## src/rtl/fetch_queue_if.sv

```systemverilog
// Fetch-to-decode handshake bundle: enqueue side from fetch, dequeue side to decode.
// The master modport is the fetch/decode environment; the slave modport is the queue.
interface fetch_queue_if #(
    parameter int PC_SIZE = 64
);
    logic               enq_valid;
    logic               enq_ready;
    logic [31:0]        enq_instruction;
    logic [PC_SIZE-1:0] enq_pc;
    logic               enq_branch_taken;
    logic               deq_valid;
    logic               deq_ready;
    logic [31:0]        deq_instruction;
    logic [PC_SIZE-1:0] deq_pc;
    logic               deq_branch_taken;

    modport master (
        output enq_valid, enq_instruction, enq_pc, enq_branch_taken, deq_ready,
        input  enq_ready, deq_valid, deq_instruction, deq_pc, deq_branch_taken
    );

    modport slave (
        input  enq_valid, enq_instruction, enq_pc, enq_branch_taken, deq_ready,
        output enq_ready, deq_valid, deq_instruction, deq_pc, deq_branch_taken
    );
endinterface

```

## src/rtl/fetch_queue.sv

```systemverilog
// Circular FIFO buffering {instruction, pc, branch_taken} between fetch and decode.
// Flush empties the queue without clearing storage; reset also zeroes storage.
module fetch_queue #(
    parameter int DEPTH   = 8,
    parameter int PC_SIZE = 64
) (
    input  logic                       clk,
    input  logic                       reset,
    input  logic                       flush,
    fetch_queue_if.slave               bus,
    output logic [$clog2(DEPTH):0]     count
);
    localparam int PTR_W   = $clog2(DEPTH);
    localparam int CNT_W   = PTR_W + 1;
    localparam int INSTR_W = 32;

    logic [INSTR_W-1:0] instr_q [DEPTH];
    logic [PC_SIZE-1:0] pc_q    [DEPTH];
    logic               bt_q    [DEPTH];

    logic [PTR_W-1:0] head_q, head_d;
    logic [PTR_W-1:0] tail_q, tail_d;
    logic [CNT_W-1:0] count_q, count_d;

    logic enq_fire;
    logic deq_fire;

    // Ready/valid come only from registered occupancy, so no input reaches an output.
    assign bus.enq_ready        = (count_q != CNT_W'(DEPTH));
    assign bus.deq_valid        = (count_q != '0);
    assign bus.deq_instruction  = instr_q[head_q];
    assign bus.deq_pc           = pc_q[head_q];
    assign bus.deq_branch_taken = bt_q[head_q];
    assign count                = count_q;

    assign enq_fire = bus.enq_valid && bus.enq_ready && !flush;
    assign deq_fire = bus.deq_valid && bus.deq_ready && !flush;

    always_comb begin
        head_d  = head_q;
        tail_d  = tail_q;
        count_d = count_q;
        if (flush) begin
            head_d  = '0;
            tail_d  = '0;
            count_d = '0;
        end else begin
            if (enq_fire) tail_d = tail_q + PTR_W'(1);
            if (deq_fire) head_d = head_q + PTR_W'(1);
            case ({enq_fire, deq_fire})
                2'b10:   count_d = count_q + CNT_W'(1);
                2'b01:   count_d = count_q - CNT_W'(1);
                default: count_d = count_q;
            endcase
        end
    end

    always_ff @(posedge clk) begin
        if (reset) begin
            head_q  <= '0;
            tail_q  <= '0;
            count_q <= '0;
            for (int i = 0; i < DEPTH; i++) begin
                instr_q[i] <= '0;
                pc_q[i]    <= '0;
                bt_q[i]    <= 1'b0;
            end
        end else begin
            head_q  <= head_d;
            tail_q  <= tail_d;
            count_q <= count_d;
            if (enq_fire) begin
                instr_q[tail_q] <= bus.enq_instruction;
                pc_q[tail_q]    <= bus.enq_pc;
                bt_q[tail_q]    <= bus.enq_branch_taken;
            end
        end
    end
endmodule

```

## src/flat_wrapper.sv

```systemverilog
// flat-port wrapper written by rule: the top's interface ports become plain ports
module fetch_queue_flat 
#(
    parameter int DEPTH   = 8,
    parameter int PC_SIZE = 64
)
  (clk, reset, flush, count, bus_enq_valid, bus_enq_instruction, bus_enq_pc, bus_enq_branch_taken, bus_deq_ready, bus_enq_ready, bus_deq_valid, bus_deq_instruction, bus_deq_pc, bus_deq_branch_taken);
  fetch_queue_if #(.PC_SIZE(PC_SIZE)) bus_i ();
  input  logic clk;
  input  logic reset;
  input  logic flush;
  output logic [$clog2(DEPTH):0] count;
  input wire logic [$bits(bus_i.enq_valid)-1:0] bus_enq_valid;
  input wire logic [$bits(bus_i.enq_instruction)-1:0] bus_enq_instruction;
  input wire logic [$bits(bus_i.enq_pc)-1:0] bus_enq_pc;
  input wire logic [$bits(bus_i.enq_branch_taken)-1:0] bus_enq_branch_taken;
  input wire logic [$bits(bus_i.deq_ready)-1:0] bus_deq_ready;
  output wire logic [$bits(bus_i.enq_ready)-1:0] bus_enq_ready;
  output wire logic [$bits(bus_i.deq_valid)-1:0] bus_deq_valid;
  output wire logic [$bits(bus_i.deq_instruction)-1:0] bus_deq_instruction;
  output wire logic [$bits(bus_i.deq_pc)-1:0] bus_deq_pc;
  output wire logic [$bits(bus_i.deq_branch_taken)-1:0] bus_deq_branch_taken;
  assign bus_i.enq_valid = bus_enq_valid;
  assign bus_i.enq_instruction = bus_enq_instruction;
  assign bus_i.enq_pc = bus_enq_pc;
  assign bus_i.enq_branch_taken = bus_enq_branch_taken;
  assign bus_i.deq_ready = bus_deq_ready;
  assign bus_enq_ready = bus_i.enq_ready;
  assign bus_deq_valid = bus_i.deq_valid;
  assign bus_deq_instruction = bus_i.deq_instruction;
  assign bus_deq_pc = bus_i.deq_pc;
  assign bus_deq_branch_taken = bus_i.deq_branch_taken;
  fetch_queue #(.DEPTH(DEPTH), .PC_SIZE(PC_SIZE)) u_core (.clk(clk), .reset(reset), .flush(flush), .bus(bus_i), .count(count));
endmodule
```

## config.mk

```make
export PLATFORM = sky130hd
export DESIGN_NAME = fetch_queue_flat
export DESIGN_NICKNAME = d
export VERILOG_FILES = /design/src/rtl/fetch_queue_if.sv /design/src/rtl/fetch_queue.sv /design/src/flat_wrapper.sv
export SDC_FILE = /design/constraint.sdc
export NUM_CORES = 1
export LEC_CHECK = 0
export ABC_AREA = 1
export ABC_CLOCK_PERIOD_IN_PS = 8300
export BUFFER_PORTS_ARGS = -buffer_cell sky130_fd_sc_hd__buf_2
export CORE_ASPECT_RATIO = 1.75
export CORE_MARGIN = 1.5
export CORE_UTILIZATION = 44
export CTS_CLUSTER_SIZE = 24
export DETAILED_ROUTE_END_ITERATION = 8
export GPL_TIMING_DRIVEN = 0
export SKIP_LAST_GASP = 1
export SLEW_MARGIN = 10
export SYNTH_ARGS = -nofsm -noshare
export SYNTH_HDL_FRONTEND = slang
export SYNTH_SLANG_ARGS = --single-unit
```

## constraint.sdc

```tcl
create_clock -name clk -period 8.3 [get_ports clk]
set_clock_uncertainty 0.15 [all_clocks]
set_input_delay 2.49 -clock clk [delete_from_list [all_inputs] [get_ports clk]]
set_output_delay 2.49 -clock clk [all_outputs]
set_load 0.03 [all_outputs]
```

==> results of run 1 <==
-- layer usage --
| layer | share of wire | GRT usage | vias to the layer above |
|---|---|---|---|
| li1 | - | - | 11689 |
| met1 | 0.37 | 0.2985 | 12526 |
| met2 | 0.52 | 0.4717 | 986 |
| met3 | 0.063 | 0.02914 | 227 |
| met4 | 0.046 | 0.1315 | 0 |
| met5 | 0 | 0 | - |
-- path summary, 6_finish.rpt --
kind | from | end | slack, ns | cells after the start
max | flop | bus_deq_instruction[5] | 1.83 | 7
max reg2reg | u_core.count[1] | u_core.instr_q[2][29] | 4.58 | 10
min reg2reg | u_core.head_q[2] | flop | 0.32 | 2
min | u_core.head_q[2] | flop | 0.32 | 2
-- layout make-up --
| class | count | area (um2) |
|---|---|---|
| plain buffers | 230 | 1032 |
| clock buffers | 100 | 2074 |
| clock inverters | 33 | 210.2 |
| fillers | 7154 | 38020 |
| inverters | 117 | 439.2 |
| multi-input cells | 2115 | 9354 |
| flip-flops and latches | 789 | 23560 |
| well taps | 1027 | 1285 |
| repair buffers | 219 | 1389 |
-- stage by stage --
step	hold WS, ns	area (um2)	utilization	setup slack, ns	total power, mW
after floorplan	0.2856	34320	-	2.118	4.955
after global placement	0.2941	36630	0.4735	-0.6355	5.184
after detailed placement	0.3085	37060	0.4791	2.065	5.181
after CTS	0.3196	39350	0.5086	1.883	8.424
after global routing	0.3500	39350	0.5086	1.836	8.598
final	0.3155	39350	0.5086	1.827	8.387
-- worst max-delay path, stage by stage (launching register included) --
cell      delay [ns]
dfxtp_1         0.30
clkbuf_1        0.41
inv_2           0.51
clkbuf_1        0.76
clkbuf_1        0.65
nand2_1         0.22
nand2_1         0.15
buf_2           0.21
-- where the power goes --
| part | total (mW) | internal, mW | switching [mW] | leakage, nW |
|---|---|---|---|---|
| combinational | 0.546 | 0.137 | 0.409 | 6.61 |
| clock | 3.29 | 1.82 | 1.48 | 1.13 |
| sequential | 4.55 | 4.51 | 0.0377 | 8.16 |
-- sequential cells by signal (all words and copies together) (netlist names), named ones only --
register and flops:
u_core.pc_q 512, u_core.bt_q 8, u_core.tail_q 3, u_core.count 4, u_core.instr_q 256, u_core.head_q 3
-- cells by family after synthesis --
| kind of cell | Yosys count | synth area share |
|---|---|---|
| AO/OA/AOI/OAI | 403 | 0.07998 |
| XOR/XNOR | 2 | 0.0005104 |
| adder cells (fa/ha/maj) | 4 | 0.001458 |
| buffers and inverters | 347 | 0.04276 |
| flip-flops | 789 | 0.6865 |
| AND/OR/NAND/NOR | 1706 | 0.1888 |
-- layout by cell type (no fill, tap or decap), types with 13 or more instances in the layout --
master	synthesis	layout
o21ai_0	200	200
clkinv_1	1	13
buf_2	69	273
o32ai_1	194	194
clkinv_2	0	16
nand2_1	311	303
edfxtp_1	776	776
clkbuf_16	0	78
clkbuf_1	127	142
buf_1	21	21
inv_1	113	113
dfxtp_1	13	13
nor2_1	1370	1370
==> impl_metrics.env, run 1 <==
export IMPL_outcome="finished clean"
export IMPL_postSynthCellCount=3251
export IMPL_yosys_area_top_type="edfxtp_1"
export IMPL_tns_ns=0
export IMPL_grtUsageTotal=0.2579
export IMPL_grt_max_degree=53
export IMPL_cp_start_kind="flop"
export IMPL_ant_nets=0
export IMPL_cap_viol_max_count=0
export IMPL_diodes=0
export IMPL_critPathCaptureType="output pin"
export IMPL_fin_crit_ns=6.473
export IMPL_place_gp_congestion=0.8355
export IMPL_io_pins=205
export IMPL_cts_root_buf="clkbuf_16"
export IMPL_worst_slew_pin_slew_ns=1.056
export IMPL_hp_class="reg2reg"
export IMPL_cts_clk_slew_worst_paths_ns=0.07
export IMPL_die_y_um=372.5
export IMPL_nets=3651
export IMPL_overflow=0
export IMPL_maxSlewHeadroom=0.2961
export IMPL_yosysUniqueCellTypes=25
export IMPL_synth_common_cells="nor2_1, edfxtp_1, nand2_1, o21ai_0, o32ai_1"
export IMPL_num_vias=25428
export IMPL_core_area_mm2=0.07736
export IMPL_initial_core_util=0.4437
export IMPL_synth_most_common_cell="nor2_1"
export IMPL_vias_per_cell=5.492
export IMPL_firstDrtPassIters=5
export IMPL_rsz0062_at_grt="false"
export IMPL_grt_pass1_wl_um=151800
export IMPL_synthTopCellsByArea="edfxtp_1, nor2_1, o32ai_1"
export IMPL_grt_antenna_before_repair=2
export IMPL_netlist_area_leader_share=0.6789
export IMPL_ctsHoldBuffers=0
export IMPL_async_flop_share=0
export IMPL_synth_area_mm2=0.03432
export IMPL_max_freq_mhz=154.5
export IMPL_cts_buffer_depth=3
export IMPL_synth_edf_count=776
export IMPL_syn_avg_cell_area_um2=10.56
export IMPL_postCtsSetupRepairBufs=0
export IMPL_synth_seq_area_share=0.6865
export IMPL_synth_nets=3357
export IMPL_grt_pass1_vias=25023
export IMPL_syn_to_final_growth_pct=14.63
export IMPL_arrival_ns=3.83
export IMPL_synthFlopType="edfxtp_1"
export IMPL_numClockSinks=789
export IMPL_slew_viol_final=0
export IMPL_insertion_delay_ns=0.61
export IMPL_cts_made_buffers=73
export IMPL_drcViolationCount=0
export IMPL_cp_required_ns=5.66
export IMPL_worst_path_max_fanout=10
export IMPL_num_rows=135
export IMPL_cts_resized=0
export IMPL_wl_per_cell_um=22.56
export IMPL_yosys_register_bits=789
export IMPL_port_buffers=204
export IMPL_critPathKind="reg2out"
export IMPL_wl_um=104500
export IMPL_htree_levels=3
export IMPL_stdcell_count=4630
export IMPL_placed_cells=4497
export IMPL_dp_hpwl_um=70440
export IMPL_setup_violations=0
export IMPL_die_x_um=214.1
export IMPL_post_route_period_util=0.7798
export IMPL_p_per_area_mw_per_mm2=213.2
export IMPL_ys_warn_count=0
export IMPL_drive_above_1_share=0.1199
export IMPL_drt_initial_drc_count=2469
export IMPL_finalHoldViolCount=0
export IMPL_leakage_nw=15.89
export IMPL_cts_tree="built"
export IMPL_fp_dieArea_mm2=0.07976
export IMPL_vdd_drop_max_mv=0.1279
Power figures use the tool's default switching activity.
==> inputs of run 2 (changes only) <==
--- a/config.mk
+++ b/config.mk
@@ -5,8 +5,8 @@
 export SDC_FILE = /design/constraint.sdc
 export NUM_CORES = 1
 export LEC_CHECK = 0
-export ABC_AREA = 1
-export ABC_CLOCK_PERIOD_IN_PS = 8300
+export ABC_AREA = 0
+export ABC_CLOCK_PERIOD_IN_PS = 6300
 export BUFFER_PORTS_ARGS = -buffer_cell sky130_fd_sc_hd__buf_2
 export CORE_ASPECT_RATIO = 1.75
 export CORE_MARGIN = 1.5
==> constraint.sdc (replaced) <==
create_clock -name clk -period 6.3 [get_ports clk]
set_clock_uncertainty 0.15 [all_clocks]
set_input_delay 1.89 -clock clk [delete_from_list [all_inputs] [get_ports clk]]
set_output_delay 1.89 -clock clk [all_outputs]
set_load 0.03 [all_outputs]
==> run 2 against run 1 <==
Net effect: the flow now finishes with violations (max-capacitance violations, max-slew violations); count of clock-buffer cells in the layout is 4 lower; global-route usage grew 1.8 points; hold slack better by 0.066 ns; combinational power rose by 41%; flip-flop and latch count unchanged; clock power rose by 37%; core utilization up 1.4 points; critical path depth is 1 lower; die area is 0.66% higher; largest power group unchanged; highest routed layer is now met5.
==> impl_metrics.env, run 2 <==
export IMPL_outcome="finished, violations left"
export IMPL_violations="max-capacitance violations, max-slew violations"
export IMPL_port_buffers=204
export IMPL_drt_initial_drc_count=1869
export IMPL_largest_register="u_core.pc_q"
export IMPL_cts_buffer_depth=3
export IMPL_postSynthCellCount=2298
export IMPL_leakage_nw=14.08
export IMPL_min_from="u_core.count[3]"
export IMPL_synth_nets=2404
export IMPL_final_common_cell="edfxtp_1"
export IMPL_synth_edf_count=776
export IMPL_postCtsSetupRepairBufs=0
export IMPL_die_y_um=373.7
export IMPL_finalInstanceArea_mm2=0.04053
export IMPL_rsz0062_at_grt="false"
export IMPL_insertion_delay_ns=0.63
export IMPL_syn_avg_cell_area_um2=15.04
export IMPL_finalHoldViolCount=0
export IMPL_num_vias=21567
export IMPL_drive_above_1_share=0.2777
export IMPL_rr_startpoint="u_core.tail_q[1]"
export IMPL_grt_max_degree=21
export IMPL_grt_antenna_before_repair=19
export IMPL_synthTopCellsByArea="edfxtp_1, mux4_2, nor2_1"
export IMPL_nets=2731
export IMPL_place_gp_congestion=0.8197
export IMPL_dr_wl_met2_um=58270
export IMPL_synthFlopType="edfxtp_1"
export IMPL_core_area_mm2=0.07753
export IMPL_dp_hpwl_um=75520
export IMPL_wl_met3_um=8717
export IMPL_r2r_setup_slack_ns=1.90
export IMPL_dr_max_layer_used="met5"
export IMPL_hp_class="reg2reg"
export IMPL_largest_register_ffs=512
export IMPL_hold_ws_ns=0.3813
export IMPL_ctsHoldBuffers=0
export IMPL_fp_dieArea_mm2=0.08029
export IMPL_wl_per_cell_um=29.54
export IMPL_cts_resized=0
export IMPL_firstDrtPassIters=5
export IMPL_fin_crit_ns=5.923
export IMPL_cts_made_buffers=73
export IMPL_async_flop_share=0
export IMPL_yosys_area_top_type="edfxtp_1"
export IMPL_cts_tree="built"
export IMPL_synth_area_mm2=0.03455
export IMPL_drcViolationCount=0
export IMPL_yosys_register_bits=789
export IMPL_synth_common_cells="edfxtp_1, nor2_1, nand2_1, mux4_2, and2_1"
export IMPL_max_freq_mhz=168.8
export IMPL_num_rows=135
export IMPL_cp_required_ns=4.26
export IMPL_netlist_area_leader_share=0.6744
export IMPL_setup_violations=0
export IMPL_initial_core_util=0.4457
export IMPL_critPathKind="reg2out"
export IMPL_post_route_period_util=0.9401
export IMPL_ant_nets=0
export IMPL_tns_ns=0
export IMPL_p_per_area_mw_per_mm2=278.2
export IMPL_cts_root_buf="clkbuf_16"
export IMPL_overflow=0
export IMPL_grt_pass1_wl_um=156700
export IMPL_cts_clk_slew_worst_paths_ns=0.07
export IMPL_drt_met1_wl_um=38000
export IMPL_numClockSinks=789
export IMPL_io_pins=205
export IMPL_fill_cells=6466
export IMPL_vias_per_cell=5.801
export IMPL_finalCoreUtilization=0.5228
export IMPL_arrival_ns=3.88
export IMPL_worst_path_max_fanout=10
export IMPL_vdd_drop_max_mv=0.2514
export IMPL_setup_slack_ns=0.3774
export IMPL_pre_cts_ws_ns=0.9480
export IMPL_synth_seq_area_share=0.6819
export IMPL_grtUsageTotal=0.2754
export IMPL_worstRegToRegCells=7
export IMPL_die_x_um=214.8
export IMPL_layout_common_cells="edfxtp_1, nor2_1, buf_2"
export IMPL_cp_start_kind="flop"
export IMPL_crit_path_end="bus_deq_pc[60]"
export IMPL_rr_endpoint="u_core.pc_q[7][11]"
export IMPL_wl_um=109800
export IMPL_ys_warn_count=0
export IMPL_syn_to_final_growth_pct=17.30
export IMPL_critPathCaptureType="output pin"
export IMPL_postPlaceCellArea_mm2=0.03815
export IMPL_largestRegisters="u_core.pc_q: 512 flops, u_core.instr_q: 256 flops, u_core.bt_q: 8 flops"
export IMPL_yosysUniqueCellTypes=39
export IMPL_slew_viol_final=1
export IMPL_worst_slew_pin_slew_ns=1.500
export IMPL_grt_pass1_vias=22836
export IMPL_cap_viol_max_count=1
export IMPL_synth_most_common_cell="edfxtp_1"
export IMPL_maxSlewHeadroom=-0.008981
export IMPL_htree_levels=3
run 2: changes by cell type after synthesis, sizes merged, moves of 114 or more:
cell / change
o32ai: -194
and2: +174
o21ai: -198
nand2: -122
nor2: -758
inv: -114
mux4: +194
run 2: kinds of logic after synthesis:
kind of cell | count (synthesis) | share of synthesized area
simple gates | 1022 | 0.1266
flops | 789 | 0.6819
mux | 296 | 0.1595
buf+inv | 168 | 0.02647
compound gates | 14 | 0.002788
xor+xnor | 5 | 0.001268
fa+ha+maj | 4 | 0.001448
run 2: worst min-delay path by stage:
| stage | cells past startpoint | end | slack, ns |
|---|---|---|---|
| finish | 2 | u_core.count[3] | 0.38 |
| global route | 2 | flop | 0.41 |
| global placement | 2 | u_core.count[3] | 0.37 |
| detailed placement | 2 | u_core.count[3] | 0.36 |
| CTS | 2 | u_core.count[3] | 0.38 |
| floorplan | 2 | flop | 0.34 |
run 2: layer usage:
layer | vias up | global-route usage
met5 | - | 0
met3 | 247 | 0.05551
met4 | 20 | 0.1229
li1 | 9061 | -
met2 | 1090 | 0.4975
met1 | 11149 | 0.3125
run 2: power breakdown:
part           internal (mW)  switching, mW
clock                   2.53           1.98
combinational          0.280          0.488
sequential              5.94         0.0518
total                   8.75           2.52
run 2: stage by stage:
step,instances,power (mW)
after detailed placement,3577,6.877
after global routing,3712,11.53
final,3718,11.28
after CTS,3710,11.31
after floorplan,2298,6.498
after global placement,3529,6.819
run 2: area by class of cell:
type                    count  area, um2  area share
flip-flops and latches    789      23560      0.5814
multi-input cells        1341      10180      0.2513
repair buffers            252       2202     0.05433
clock buffers              96       1998     0.04930
well taps                1027       1285     0.03170
plain buffers             165      903.4     0.02229
clock inverters            37      362.8    0.008953
diodes                      8      20.02   0.0004939
inverters                   3      12.51   0.0003087
run 2: critical path, cell delays in order (launching register included):
cell and delay, ns:
dfxtp_1 0.39, clkbuf_1 0.29, clkbuf_1 0.91, buf_2 0.57, mux4_2 0.56, mux2_2 0.33, buf_2 0.19
